[config.mk]
export PLATFORM = sky130hd
export DESIGN_NAME = mod_n_down_counter_sync
export DESIGN_NICKNAME = d
export VERILOG_FILES = /design/src/rtl/mod_n_pkg.sv /design/src/rtl/mod_n_down_digit.sv /design/src/rtl/mod_n_down_counter_sync.sv
export SDC_FILE = /design/constraint.sdc
export NUM_CORES = 1
export LEC_CHECK = 0
export CAP_MARGIN = 10
export CORE_AREA = 2 2 39 41
export CTS_CLUSTER_DIAMETER = 200
export DETAILED_ROUTE_END_ITERATION = 16
export DIE_AREA = 0 0 41 43
export SYNTH_ARGS = -nofsm -noshare
export SYNTH_HDL_FRONTEND = slang
export SYNTH_SLANG_ARGS = --single-unit
[constraint.sdc]
create_clock -name clk_i -period 3.3 [get_ports clk_i]
set_clock_uncertainty 0.15 [all_clocks]
set_input_delay 0.66 -clock clk_i [delete_from_list [all_inputs] [get_ports clk_i]]
set_output_delay 0.66 -clock clk_i [all_outputs]
set_load 0.02 [all_outputs]
[src/rtl/mod_n_pkg.sv]
// Shared helpers for the mod-N counter family: digit width and top digit value.
package mod_n_pkg;

    // Bits needed to hold one digit of a mod-n counter (at least one bit).
    function automatic int digit_width(input int n);
        int w;
        w = $clog2(n);
        return (w < 1) ? 1 : w;
    endfunction

    // Largest legal digit value; a down digit wraps from 0 to this.
    function automatic int digit_max(input int n);
        return n - 1;
    endfunction

endpackage

[src/rtl/mod_n_down_digit.sv]
// One mod-N down-counting digit with a combinational borrow to the next digit.
module mod_n_down_digit
    import mod_n_pkg::*;
#(
    parameter int N = 3,
    parameter int W = digit_width(N)
) (
    input  logic         clk_i,
    input  logic         rst_ni,
    input  logic         clear_i,
    input  logic         load_i,
    input  logic [W-1:0] load_val_i,
    input  logic         borrow_i,
    output logic [W-1:0] digit_o,
    output logic         borrow_o
);

    localparam logic [W-1:0] MAX_D = W'(digit_max(N));

    logic [W-1:0] digit_q;

    // NOTE: registered state uses non-blocking assignments so every digit
    // samples the pre-edge values of its neighbours on the same clock edge.
    always_ff @(posedge clk_i or negedge rst_ni) begin
        if (!rst_ni) begin
            digit_q <= '0;
        end else if (clear_i) begin
            digit_q <= '0;
        end else if (load_i) begin
            digit_q <= load_val_i;
        end else if (borrow_i) begin
            digit_q <= (digit_q == '0) ? MAX_D : digit_q - W'(1);
        end
    end

    assign digit_o  = digit_q;
    assign borrow_o = borrow_i && (digit_q == '0);

endmodule

[src/rtl/mod_n_down_counter_sync.sv]
// Multi-digit mod-N down counter: rippled digit borrows, validated load, pulse flags.
module mod_n_down_counter_sync
    import mod_n_pkg::*;
#(
    parameter int N      = 3,
    parameter int DIGITS = 2,
    parameter int W      = digit_width(N)
) (
    input  logic                clk_i,
    input  logic                rst_ni,
    input  logic                clear_i,
    input  logic                load_i,
    input  logic [DIGITS*W-1:0] load_val_i,
    input  logic                decr_i,
    output logic [DIGITS*W-1:0] count_o,
    output logic                zero_o,
    output logic                borrow_o,
    output logic                load_err_o
);

    localparam logic [W-1:0] MAX_D = W'(digit_max(N));

    logic [DIGITS:0]   borrow_chain;
    logic [DIGITS-1:0] digit_ok;
    logic              load_ok;
    logic              borrow_q;
    logic              load_err_q;

    // A load cycle (accepted or rejected) always swallows the decrement.
    assign borrow_chain[0] = decr_i && !clear_i && !load_i;
    assign load_ok         = &digit_ok;

    for (genvar k = 0; k < DIGITS; k++) begin : g_digit
        assign digit_ok[k] = (load_val_i[k*W +: W] <= MAX_D);

        mod_n_down_digit #(
            .N (N),
            .W (W)
        ) u_digit (
            .clk_i      (clk_i),
            .rst_ni     (rst_ni),
            .clear_i    (clear_i),
            .load_i     (load_i && load_ok),
            .load_val_i (load_val_i[k*W +: W]),
            .borrow_i   (borrow_chain[k]),
            .digit_o    (count_o[k*W +: W]),
            .borrow_o   (borrow_chain[k+1])
        );
    end

    always_ff @(posedge clk_i or negedge rst_ni) begin
        if (!rst_ni) begin
            borrow_q   <= 1'b0;
            load_err_q <= 1'b0;
        end else begin
            borrow_q   <= borrow_chain[DIGITS];
            load_err_q <= !clear_i && load_i && !load_ok;
        end
    end

    assign zero_o     = (count_o == '0);
    assign borrow_o   = borrow_q;
    assign load_err_o = load_err_q;

endmodule
==> out/metrics.cfg <==
[status]
outcome = finished clean

[placement]
gp_congestion = 0.779
io_buffers = 15
hpwl_um = 760

[power_and_ir_drop]
peakVddDrop_mv = 0.185
p_per_area_nw_per_um2 = 403
p_total_mw = 0.242
leakagePower_nw = 0.256

[global_route]
grt_max_degree = 8
overflow = 0
grt_pass1_vias = 371
antenna_found_initial = 0
track_usage_pct = 13.4
grt_pass1_wl_um = 1550

[run]
cap_violations = 0

[synthesis]
syn_area_um2 = 407
synth_ff_type = dfrtp_1
synth-edff-count = 0
syn-instance-count = 39
synth_cell_type_count = 20
yosysWarnings = 0
avgSynthCellArea_um2 = 10.4
ys_seq_area_share_pct = 36.9
yosys_register_bits = 6
syn_nets = 52
synthArstFlopShare_pct = 100

[cts]
htreeDepth = 1
cts_resized = 0
clk-insertion-delay-late_ns = 0.23
clkSinkCount = 6
cts_root_buf = clkbuf_4
ctsHoldBuffers = 0
cts_buffers = 3
clockBufferDepth = 2
post-cts-setup-buffers = 0
clkTransAtPathRegs_ns = 0.04
cts_tree = done

[min_path]
hp-class = register to register
worstHoldPathCells = 2
hold_start = g_digit[1].u_digit.digit_o[0]
holdPathEnd = g_digit[1].u_digit.digit_o[0]

[floorplan]
io_pins = 16
die_w_um = 41
die_area_um2 = 1760
fp.dieH_um = 43
core_um2 = 1380
start_util_pct = 29.4
rows = 14

[timing]
period_share_pct = 75.5
hold_ws_ns = 0.436
finalSetupTns_ns = 0
rsz0062_at_grt = no
slew_viol_final = 0
fmax_mhz = 401
fin_crit_ns = 2.49
finalHoldViolCount = 0
setup_viol = 0
relSlewSlack_pct = 77.7
worstMarginPinSlew_ns = 0.335

[detailed_routing]
drt_iter0_markers = 6
drtPass1Iterations = 4
wirelength_um = 958
routed-via-count = 385
drc = 0
viasPerCell = 5.27
wire_per_inst_um = 13.1
drt.antenna.violating_nets = 0

[setup_path]
reg2reg_to = g_digit[0].u_digit.digit_o[1]
critPathRequiredTime_ns = 2.49
end_kind = primary output
cp.arrival_ns = 1.68
rr_startpoint = g_digit[0].u_digit.digit_o[0]
worst-path-max-fanout = 3
r2r_slack_ns = 1.63
crit_start = g_digit[0].u_digit.digit_o[0]
worstSetupPathType = register to primary output
slowest_delay_ns = 0.61
crit_path_start_kind = register
reg2reg_depth = 5
cpMaxStageDelayCell = clkdlybuf4s50_1
crit_chain = inv_1, ha_1, and2_1, clkdlybuf4s50_1

[final_layout]
nets = 72
syn2layout_area_growth_pct = 47.4
drive_gt1_share_pct = 12.3
diodes = 0

## stage by stage
stage	setup slack [ns]	cells	cell area, um^2	utilization, %
2_1_floorplan	1.53	39	407	-
3_3_place_gp	1.06	70	577	41.7
3_5_place_dp	1.03	70	577	41.7
4_1_cts	0.798	73	599	43.3
5_1_grt	0.723	73	599	43.3
6_report	0.807	73	599	43.3
## how the worst max path moves through the flow
| stage | end | slack, ns | cells after the start |
|---|---|---|---|
| floorplan | zero_o | 1.53 | 3 |
| global placement | zero_o | 1.06 | 4 |
| detailed placement | g_digit[1].u_digit.digit_o[0] | 1.03 | 4 |
| CTS | zero_o | 0.80 | 4 |
| global route | zero_o | 0.72 | 4 |
| finish | zero_o | 0.81 | 4 |
## registers in the layout, summed over array words and instances (netlist names)
signal,count
borrow_o,1
load_err_o,1
g_digit.u_digit.digit_o,4
## metal layers
| metal | up-vias | wire (um) | GRT usage [%] |
|---|---|---|---|
| li1 | 190 | - | - |
| met5 | - | 0 | 0 |
| met3 | 0 | 38 | 3.14 |
| met2 | 11 | 476 | 19.7 |
| met1 | 184 | 443 | 17.0 |
| met4 | 0 | 0 | 8.00 |
## cells in the mapped netlist, drive strengths merged (2+ instances only)
cell type / number / area, um^2
o31ai: 2 / 15.0
o2111ai: 2 / 17.5
inv: 6 / 22.5
o221ai: 2 / 17.5
o311a: 2 / 20.0
dfrtp: 6 / 150
nand3b: 2 / 15.0
o21ai: 2 / 10.0
ha: 4 / 50.1
## final cells by class
type                       instances  area [um^2]
multi-input combinational         27          234
inverter                           6         22.5
sequential                         6          150
fill                             140          785
timing repair buffer              15          150
clock buffer                       3         22.5
tap                               16         20.0
## placed cells by master (no fill, tap or decap)
cell type / n
clkdlybuf4s50_1: 15
inv_1: 6
dfrtp_1: 6
ha_1: 4
clkbuf_4: 3
o221ai_1: 2
o311a_1: 2
o21ai_0: 2
nand3b_1: 2
o2111ai_1: 2
o31ai_1: 2
a22oi_1: 1
nor3_1: 1
and2_1: 1
and2b_2: 1
and3_2: 1
a22o_1: 1
or3b_2: 1
a221oi_1: 1
a21bo_2: 1
o21a_1: 1
o21ba_1: 1
## logic make-up after synthesis
group,synth area share [%]
AND/OR/NAND/NOR,12.6
buffers and inverters,5.54
adder cells (fa/ha/maj),12.3
AO/OA/AOI/OAI,32.6
flip-flops,36.9
## where the power goes
group / total, mW / switching, mW / internal, mW
Combinational: 0.0908 / 0.0443 / 0.0466
Sequential: 0.0865 / 0.00566 / 0.0809
Clock: 0.0643 / 0.0233 / 0.0409
Total: 0.242 / 0.0733 / 0.168
## critical path: cells and delay by family (launching register included)
family	cells	cell delay [ns]
buffers and inverters	2	0.71
flip-flops	1	0.36
adder cells (fa/ha/maj)	1	0.21
AND/OR/NAND/NOR	1	0.17
Note: power is estimated with default switching activity, not from simulation.
